[src/rtl/wave_pwm_dac_if.sv]
// Sample/control bundle between the wave sources, the PWM output stage and its consumers.
// master drives run control and sample; slave (the DAC stage) returns PWM state.
interface wave_pwm_dac_if;
    logic       en;
    logic [7:0] wave;
    logic [1:0] amp;
    logic       pwm_out;
    logic       sample_req;
    logic [7:0] duty;

    modport master (
        output en, wave, amp,
        input  pwm_out, sample_req, duty
    );

    modport slave (
        input  en, wave, amp,
        output pwm_out, sample_req, duty
    );
endinterface

[src/rtl/wave_pwm_dac.sv]
// Function-generator output stage: scales an 8-bit sample about mid-scale and
// emits it as single-bit PWM, pacing the upstream source with one sample_req per period.
module wave_pwm_dac #(
    parameter int unsigned PRESCALE = 1
) (
    input logic          clk,
    input logic          rst,
    wave_pwm_dac_if.slave bus
);

    localparam int unsigned PRE_W = (PRESCALE > 1) ? $clog2(PRESCALE) : 1;
    localparam logic [PRE_W-1:0] PRE_MAX = PRE_W'(PRESCALE - 1);

    logic [PRE_W-1:0] pre_cnt;
    logic [7:0]       pwm_cnt;
    logic [7:0]       duty;
    logic             pwm_out;
    logic             sample_req;

    logic             tick;
    logic             boundary;
    logic signed [9:0] s;
    logic signed [9:0] shifted;
    logic [7:0]       scaled;

    always_comb begin
        tick     = bus.en && (pre_cnt == PRE_MAX);
        boundary = tick && (pwm_cnt == 8'd255);
    end

    // Arithmetic shift of the centred sample keeps the result inside 0..255 for every amp.
    always_comb begin
        s       = $signed({2'b00, bus.wave}) - 10'sd128;
        shifted = '0;
        case (bus.amp)
            2'd3:    shifted = s;
            2'd2:    shifted = s >>> 1;
            2'd1:    shifted = s >>> 2;
            default: shifted = '0;
        endcase
        scaled = 8'(shifted + 10'sd128);
    end

    always_ff @(posedge clk) begin
        if (rst) begin
            pwm_out    <= 1'b0;
            sample_req <= 1'b0;
            duty       <= 8'd128;
            pwm_cnt    <= '1;
            pre_cnt    <= PRE_MAX;
        end else if (!bus.en) begin
            // Park counters so the first enabled edge lands on a period boundary.
            pwm_out    <= 1'b0;
            sample_req <= 1'b0;
            pwm_cnt    <= '1;
            pre_cnt    <= PRE_MAX;
        end else begin
            pre_cnt    <= tick ? '0 : pre_cnt + 1'b1;
            if (tick) begin
                pwm_cnt <= pwm_cnt + 8'd1;
            end
            if (boundary) begin
                duty <= scaled;
            end
            sample_req <= boundary;
            pwm_out    <= (pwm_cnt < duty);
        end
    end

    assign bus.pwm_out    = pwm_out;
    assign bus.sample_req = sample_req;
    assign bus.duty       = duty;

endmodule

[src/flat_wrapper.sv]
// flat-port wrapper written by rule: the top's interface ports become plain ports
module wave_pwm_dac_flat 
#(
    parameter int unsigned PRESCALE = 1
)
  (clk, rst, bus_en, bus_wave, bus_amp, bus_pwm_out, bus_sample_req, bus_duty);
  wave_pwm_dac_if bus_i ();
  input logic clk;
  input logic rst;
  input wire logic [$bits(bus_i.en)-1:0] bus_en;
  input wire logic [$bits(bus_i.wave)-1:0] bus_wave;
  input wire logic [$bits(bus_i.amp)-1:0] bus_amp;
  output wire logic [$bits(bus_i.pwm_out)-1:0] bus_pwm_out;
  output wire logic [$bits(bus_i.sample_req)-1:0] bus_sample_req;
  output wire logic [$bits(bus_i.duty)-1:0] bus_duty;
  assign bus_i.en = bus_en;
  assign bus_i.wave = bus_wave;
  assign bus_i.amp = bus_amp;
  assign bus_pwm_out = bus_i.pwm_out;
  assign bus_sample_req = bus_i.sample_req;
  assign bus_duty = bus_i.duty;
  wave_pwm_dac #(.PRESCALE(PRESCALE)) u_core (.clk(clk), .rst(rst), .bus(bus_i));
endmodule
[config.mk]
export PLATFORM = sky130hd
export DESIGN_NAME = wave_pwm_dac_flat
export DESIGN_NICKNAME = d
export VERILOG_FILES = /design/src/rtl/wave_pwm_dac_if.sv /design/src/rtl/wave_pwm_dac.sv /design/src/flat_wrapper.sv
export SDC_FILE = /design/constraint.sdc
export NUM_CORES = 1
export LEC_CHECK = 0
export CORE_MARGIN = 4
export CORE_UTILIZATION = 49
export CTS_CLUSTER_DIAMETER = 50
export DETAILED_ROUTE_END_ITERATION = 6
export GPL_TIMING_DRIVEN = 0
export PLACE_DENSITY = 0.85
export SLEW_MARGIN = 20
export SYNTH_ARGS = -nofsm -noshare
export SYNTH_HDL_FRONTEND = slang
export SYNTH_SLANG_ARGS = --single-unit
[constraint.sdc]
create_clock -name clk -period 1.5 [get_ports clk]
set_input_delay 0.15 -clock clk [delete_from_list [all_inputs] [get_ports clk]]
set_output_delay 0.15 -clock clk [all_outputs]
set_load 0.02 [all_outputs]
After elaboration in Yosys (flattened, before gate mapping)
Cells that the tools add are included.
{"block": "totals", "ff_bits": 19, "in_bits": 13, "out_inout_bits": 10, "word_cells": 22}
{"block": "classes", "add_sub_neg": 4, "order_cmp": 1, "n_eq_ne": 4, "muxes": 1, "bitwise_logic": 2, "reduce_logical": 5}
{"operator": "8-bit one-hot mux with 3 select lines", "count": 1}
{"operator": "8-bit by 8-bit subtractor with 9-bit output, second input constant", "count": 1}
{"operator": "8-bit by 1-bit adder with 8-bit output, second input constant", "count": 1}
{"operator": "8-bit adder, second input constant", "count": 1}
{"operator": "8-bit == test, second input constant", "count": 1}
{"operator": "8-bit < comparator", "count": 1}
{"operator": "2-bit == test, second input constant", "count": 2}
{"operator": "3-bit OR reduction", "count": 1}
{"operator": "2-bit by 1-bit == test with 1-bit output, second input constant", "count": 1}
{"operator": "1-bit logical AND", "count": 2}
{"operator": "1-bit NOT", "count": 2}
{"operator": "2-bit AND reduction", "count": 1}
{"operator": "2-bit OR reduction", "count": 1}
{"operator": "1-bit adder, second input constant", "count": 1}

Depth between registers and ports, before layout
Gate-level depths: netlist of the first run.
{"block": "depth", "ltp_word": 4, "ltp_mapped": 6, "ltp_nobuf": 5}

Worst setup path after synthesis of the first run
No wires, ideal clock.
{"block": "synth_path", "path_type": "reg-to-reg", "startpoint": "reg u_core.duty[1] (netlist: u_core.bus.duty[1])", "endpoint": "reg u_core.pwm_out (netlist: u_core.bus.pwm_out)", "setup_ps": 70, "arrival_ps": 1320, "path_slack_ps": 110, "stages_incl_launch_ff": 6, "n_path_buf": 0, "period_less_slack_ps": 1390, "cell_sequence": "dfxtp_1 inv_1 ha_1 a21o_1 a211o_1 a21oi_1"}
{"block": "synth_between", "elab_chain_cells": 1}
{"item": "start, declared", "line_no": "wave_pwm_dac.sv:16", "text": "logic [7:0] duty;"}
{"item": "start signal, assigned", "line_no": "wave_pwm_dac.sv:63", "text": "duty <= scaled;"}
{"item": "8-bit < comparator", "line_no": "wave_pwm_dac.sv:66", "text": "pwm_out <= (pwm_cnt < duty);"}
{"item": "end signal, assigned", "line_no": "wave_pwm_dac.sv:66"}
{"item": "end, declared", "line_no": "wave_pwm_dac.sv:17", "text": "logic pwm_out;"}
Every way passes these cells.
A chain may end at the register's enable or synchronous reset.

Final worst setup path of the first run
{"block": "layout_path", "startpoint": "reg u_core.duty[3] (netlist: u_core.bus.duty[3])", "endpoint": "out bus_duty[3]"}
{"item": "end, declared", "line_no": "flat_wrapper.sv:15", "text": "output wire logic [$bits(bus_i.duty)-1:0] bus_duty;"}
No word-level cell between the ends.

==> results of run 1 <==
how the worst max path moves through the flow:
stage	startpoint	to	slack [ns]	cells past startpoint
floorplan	u_core.bus.duty[1]$_SDFFE_PP0P_	u_core.bus.pwm_out$_SDFF_PP0_	0.11	5
global placement	bus_en	u_core.bus.duty[1]$_SDFFE_PP0P_	-0.15	6
detailed placement	bus_en	u_core.bus.duty[1]$_SDFFE_PP0P_	-0.19	6
CTS	u_core.pre_cnt$_SDFF_PP0_	u_core.bus.duty[1]$_SDFFE_PP0P_	0.03	5
global route	u_core.pwm_cnt[4]$_SDFFE_PP1P_	u_core.bus.duty[2]$_SDFFE_PP0P_	-0.02	5
finish	u_core.bus.duty[3]$_SDFFE_PP0P_	bus_duty[3]	0.07	1
stage by stage:
step | TNS [ns] | instance area [sq um] | total power [W]
finish | 0 | 1370 | 0.00110
global route | -0.0385 | 1370 | 0.00117
CTS | 0 | 1320 | 0.00109
detailed placement | -1.09 | 1290 | 0.000835
global placement | -0.796 | 1290 | 0.000827
floorplan | 0 | 1040 | 0.000735
layout by cell type, fill, tap and decap left out, drive strengths merged:
master         Yosys  final
dfxtp             19     19
clkdlybuf4s50      0     18
nand2             13     13
a21oi             10     10
ha                 8      8
inv                7      7
nor2               7      7
a211oi             7      7
xor2               6      6
clkbuf             3      6
buf                3      5
nand2b             4      4
mux2i              4      4
nand4              4      4
mux2               3      3
dlymetal6s2s       0      3
nor3               3      3
o211ai             2      2
o21ai              2      2
a31oi              2      2
and3               2      2
and4b              1      1
and4               1      1
nor2b              1      1
and2               1      1
a21o               1      1
a211o              1      1
nand4b             1      1
nor3b              1      1
clkinv             0      1
conb               1      1
flip-flops by register name, summed over array words and instances, names as in the netlist:
signal and count:
u_core.bus.duty 8, u_core.bus.pwm_out 1, u_core.bus.sample_req 1, u_core.pre_cnt 1, u_core.pwm_cnt 8
per-layer routing:
| metal | part of all wire | up-vias | wire length (um) | global-route usage |
|---|---|---|---|---|
| met3 | 0.045 | 2 | 100 | 0.0249 |
| li1 | - | 474 | - | - |
| met4 | 0.0045 | 0 | 10 | 0.0498 |
| met2 | 0.49 | 24 | 1090 | 0.285 |
| met1 | 0.46 | 418 | 1010 | 0.232 |
| met5 | 0 | - | 0 | 0 |
what timing repair did:
item	in CTS	in global routing
hold buffers	0	0
resized for setup	1	14
endpoints found under the setup margin	3	9
setup buffers	0	2
where the power goes:
group          total, W  switching [W]  internal, W
registers      0.000559      0.0000255     0.000533
logic          0.000282       0.000138     0.000144
clock network  0.000257       0.000158    0.0000991
cell families (layout without fill, tap and decap cells):
logic type,after synthesis,count (layout)
compound gates,25,25
buf+inv,13,40
flops,19,19
xor+xnor,6,6
fa+ha+maj,8,8
mux,7,7
other cells,1,1
simple gates,39,39
layout make-up:
cell class	instances	area share
multi-input cells	86	0.454
flip-flops and latches	19	0.284
repair buffers	23	0.170
plain buffers	6	0.0283
well taps	27	0.0246
inverters	7	0.0192
clock buffers	3	0.0164
clock inverters	1	0.00365
==> results.ini, run 1 <==
[global_routing]
grt_pass1_wl_um=3810
grt_max_degree=12
grt_pass1_vias=889
overflow=0
grt_antenna_before_repair=0
grtUsageTotal=0.173

[synth]
yosysWarnings=0
avgSynthCellArea_sq_um=8.83
ys_ff_latch=19
syn_area_sq_um=1040
syn_nets=139
ys_async_sr_fraction=0
yosys.area_share.simple=0.205
synth_mux_area_frac=0.0708
synth_top_area_frac=0.365
synth_compound_area_frac=0.150
synthXorXnorAreaFrac=0.0504
yosysTopAreaCell=dfxtp_1
synth_seq_area_share=0.365
synth_cell_type_count=32
synth_area_leaders=dfxtp_1, ha_1, a211oi_1
syn_inst=118
synth.most_common_cell=dfxtp_1
synth-adder-area-share=0.0960
synth_common_cells=dfxtp_1, nand2_1, a21oi_1
synth_edf_count=0
ys.flop_type=dfxtp_1
synth_top_family_by_area=simple AND/OR/NAND/NOR gates

[critical_path]
critPathCaptureType=output port
r2r_cells=6
slowest_stage=clkdlybuf4s50_1
crit_fanout=3
cp_top_family=buffers and inverters
crit_chain=clkdlybuf4s50_1
r2r-start=u_core.pre_cnt$_SDFF_PP0_
path_buf_inv=1
crit_arrival_ns=1.28
reg2reg_to=u_core.bus.duty[3]$_SDFFE_PP0P_
rrSetupSlack_ns=0.08
required_ns=1.35
slowest_delay_ns=0.61
path_class=reg2out
crit_path_start_kind=register

[timing]
worst_slack_ns=0.0697
max_freq_mhz=699
setup_violations=0
hold_slack_ns=0.239
hold_violations=0
skew_ns=0.00977
final-max-slew-violation-count=0
fin_crit_sh=0.954
period_minus_slack_ns=1.43

[layout]
final_nets=167
stdcell_count=172
drive_gt1_frac=0.166
area_growth_pct=31.6
fillers=155
seqCellArea_sq_um=389
n_antenna_cell=0
multi_input_area_sq_um=623
final_util=0.692

[die]
core_sq_um=1980
die_y_um=54.1
rows=16
start_util=0.526
die-area_sq_um=2930
die_x_um=54.1
io_pins=23

[power]
power_leakage_nw=0.559
powerDensity_nw_per_um2=801
irDropWorstVdd_mv=0.599

[run]
maxCapViolCount=0

[drt]
antenna_left=0
drt_iter0_drc=19
viasPerCell=5.34
wl_um=2210
vias=918
drt-wirelength-per-cell_um=12.9
first_pass_iters=4
remaining_drc_errors=0

[min_path]
holdPathStages=2
min_from=rst
min_path_type=in2reg
hold_path_end=u_core.bus.duty[2]$_SDFFE_PP0P_

[placement]
pre_cts_slack_ns=-0.189
dpl.hpwl_um=1640
place.gp.congestion=0.752
placedCellCount=166
port_buffers=21

[cts]
cts-buffers-inserted=3
clk_pin_slew_ns=0.11
cts-root-buf=clkbuf_4
cts.sinks=19
clk_path_buf_depth=2
ctsHtreeMaxLevel=1
cts_tree=yes
worstSkewPairLatency_ns=0.29

[outcome]
outcome=finished, final reports clean

No activity file was read; power rests on OpenSTA's default activity.
==> run 2, diff against run 1 <==
--- a/config.mk
+++ b/config.mk
@@ -5,7 +5,7 @@
 export SDC_FILE = /design/constraint.sdc
 export NUM_CORES = 1
 export LEC_CHECK = 0
-export CORE_MARGIN = 4
+export CORE_MARGIN = 3
 export CORE_UTILIZATION = 49
 export CTS_CLUSTER_DIAMETER = 50
 export DETAILED_ROUTE_END_ITERATION = 6
==> run 2 against run 1 <==
  * Total power is 1.1% higher
  * Clock skew shrank 0.0040 ns
  * Maximum frequency down 2.4%
  * Largest power group unchanged
  * Final area fell by 1.6%
  * First-iteration DRC count is 5.3% lower
  * Critical path type unchanged
  * Highest routed layer unchanged
  * Critical path depth unchanged
==> results.ini, run 2 (same netlist as run 1, synthesis figures left out) <==
[layout]
final_common_cell=clkdlybuf4s50_1
area_growth_pct=29.4
fillers=161
multi_input_area_sq_um=618
final_cell_area_sq_um=1350
drive_gt1_frac=0.160
largest_registers=u_core.bus.duty: 8 flops, u_core.pwm_cnt: 8 flops
n_antenna_cell=0
final_util=0.681
seqCellArea_sq_um=390
final_cell_mix=clkdlybuf4s50_1, nand2_1, dfxtp_1, a21oi_1
final_nets=166

[cts]
clk_pin_slew_ns=0.11
cts_tree=yes
holdBufCountCts=0
clk_path_buf_depth=2
cts-buffers-inserted=3
worstSkewPairLatency_ns=0.31
cts-root-buf=clkbuf_4
ctsHtreeMaxLevel=1
cts.sinks=19

[die]
io_pins=23
die_y_um=52.1
die_x_um=52.1
rows=16
start_util=0.526
core_sq_um=1980
die-area_sq_um=2720

[power]
irDropWorstVdd_mv=0.547
powerDensity_nw_per_um2=823
power_leakage_nw=0.499

[critical_path]
path_class=reg2out
slowest_stage=clkdlybuf4s50_1
crit_chain=clkdlybuf4s50_1
critPathCaptureType=output port
crit_arrival_ns=1.32
crit_path_start_kind=register
required_ns=1.35
cp_top_family=buffers and inverters
slowest_delay_ns=0.62
path_buf_inv=1
crit_fanout=3

[placement]
dpl.hpwl_um=1750
place.gp.congestion=0.749
port_buffers=21
placed_area_sq_um=1290

[min_path]
min_path_type=in2reg

[timing]
skew_ns=0.00581
max_freq_mhz=682
hold_violations=0
period_minus_slack_ns=1.47
fin_crit_sh=0.977
setup_violations=0
finalSetupTns_ns=0
final-max-slew-violation-count=0

[global_routing]
grt_pass1_wl_um=3820
overflow=0
grt_max_degree=12
grt_antenna_before_repair=0
grtUsageTotal=0.191
grt_pass1_vias=882

[drt]
wl_um=2270
vias=926
drt-wirelength-per-cell_um=13.3
drt_iter0_drc=18
viasPerCell=5.42
remaining_drc_errors=0
antenna_left=0
first_pass_iters=4

[outcome]
outcome=finished, final reports clean

[run]
maxCapViolCount=0

[run 2: changes by cell type in the layout (fill, tap and decap cells not counted)]
cell             previous run  this run
clkdlybuf4s50_1            18        21
dlymetal6s2s_1              3         0
buf_6                       2         1
dfxtp_1                    14        13
dfxtp_2                     4         5
nor3b_1                     0         1
nor3b_2                     1         0
[run 2: cell type report]
| cell class | instances | share of cell area |
|---|---|---|
| tap | 27 | 0.0250 |
| clock inverter | 1 | 0.00371 |
| timing repair buffer | 23 | 0.167 |
| buffer | 5 | 0.0204 |
| multi-input combinational | 86 | 0.458 |
| sequential | 19 | 0.289 |
| clock buffer | 3 | 0.0167 |
| inverter | 7 | 0.0195 |
[run 2: timing repair]
| item | in CTS | in global routing |
|---|---|---|
| resized for setup | 2 | 10 |
| buffers inserted | 0 | 2 |
| endpoints found under the hold margin | 0 | 0 |
| setup endpoints to repair | 5 | 6 |
[run 2: worst paths after layout]
path,slack (ns),cells past startpoint,to,from
setup / recovery,0.03,1,bus_duty[0],u_core.bus.duty[0]$_SDFFE_PP0P_
hold / removal,0.23,2,u_core.bus.duty[3]$_SDFFE_PP0P_,rst
setup reg to reg,0.13,5,u_core.bus.duty[2]$_SDFFE_PP0P_,u_core.pre_cnt$_SDFF_PP0_
hold reg to reg,0.49,2,u_core.bus.duty[4]$_SDFFE_PP0P_,u_core.bus.duty[4]$_SDFFE_PP0P_
[run 2: metal layers]
layer  vias up  part of all wire  track usage
li1        468                 -            -
met1       430              0.45        0.234
met2        21              0.48        0.322
met3         7             0.040       0.0372
met4         0             0.030       0.0786
met5         -                 0            0
[run 2: where the power goes]
group	internal (W)	switching, W
clock network	0.0000997	0.000170
registers	0.000534	0.0000244
logic	0.000142	0.000140
[run 2: per-stage QoR]
step | power (W) | std cells | hold WS (ns) | worst slack [ns]
2_1_floorplan | 0.000735 | 118 | 0.330 | 0.110
4_1_cts | 0.00111 | 170 | 0.249 | 0.00893
6_report | 0.00111 | 171 | 0.233 | 0.0345
3_5_place_dp | 0.000841 | 166 | 0.475 | -0.203
5_1_grt | 0.00117 | 171 | 0.292 | -0.00532
3_3_place_gp | 0.000827 | 166 | 0.470 | -0.149
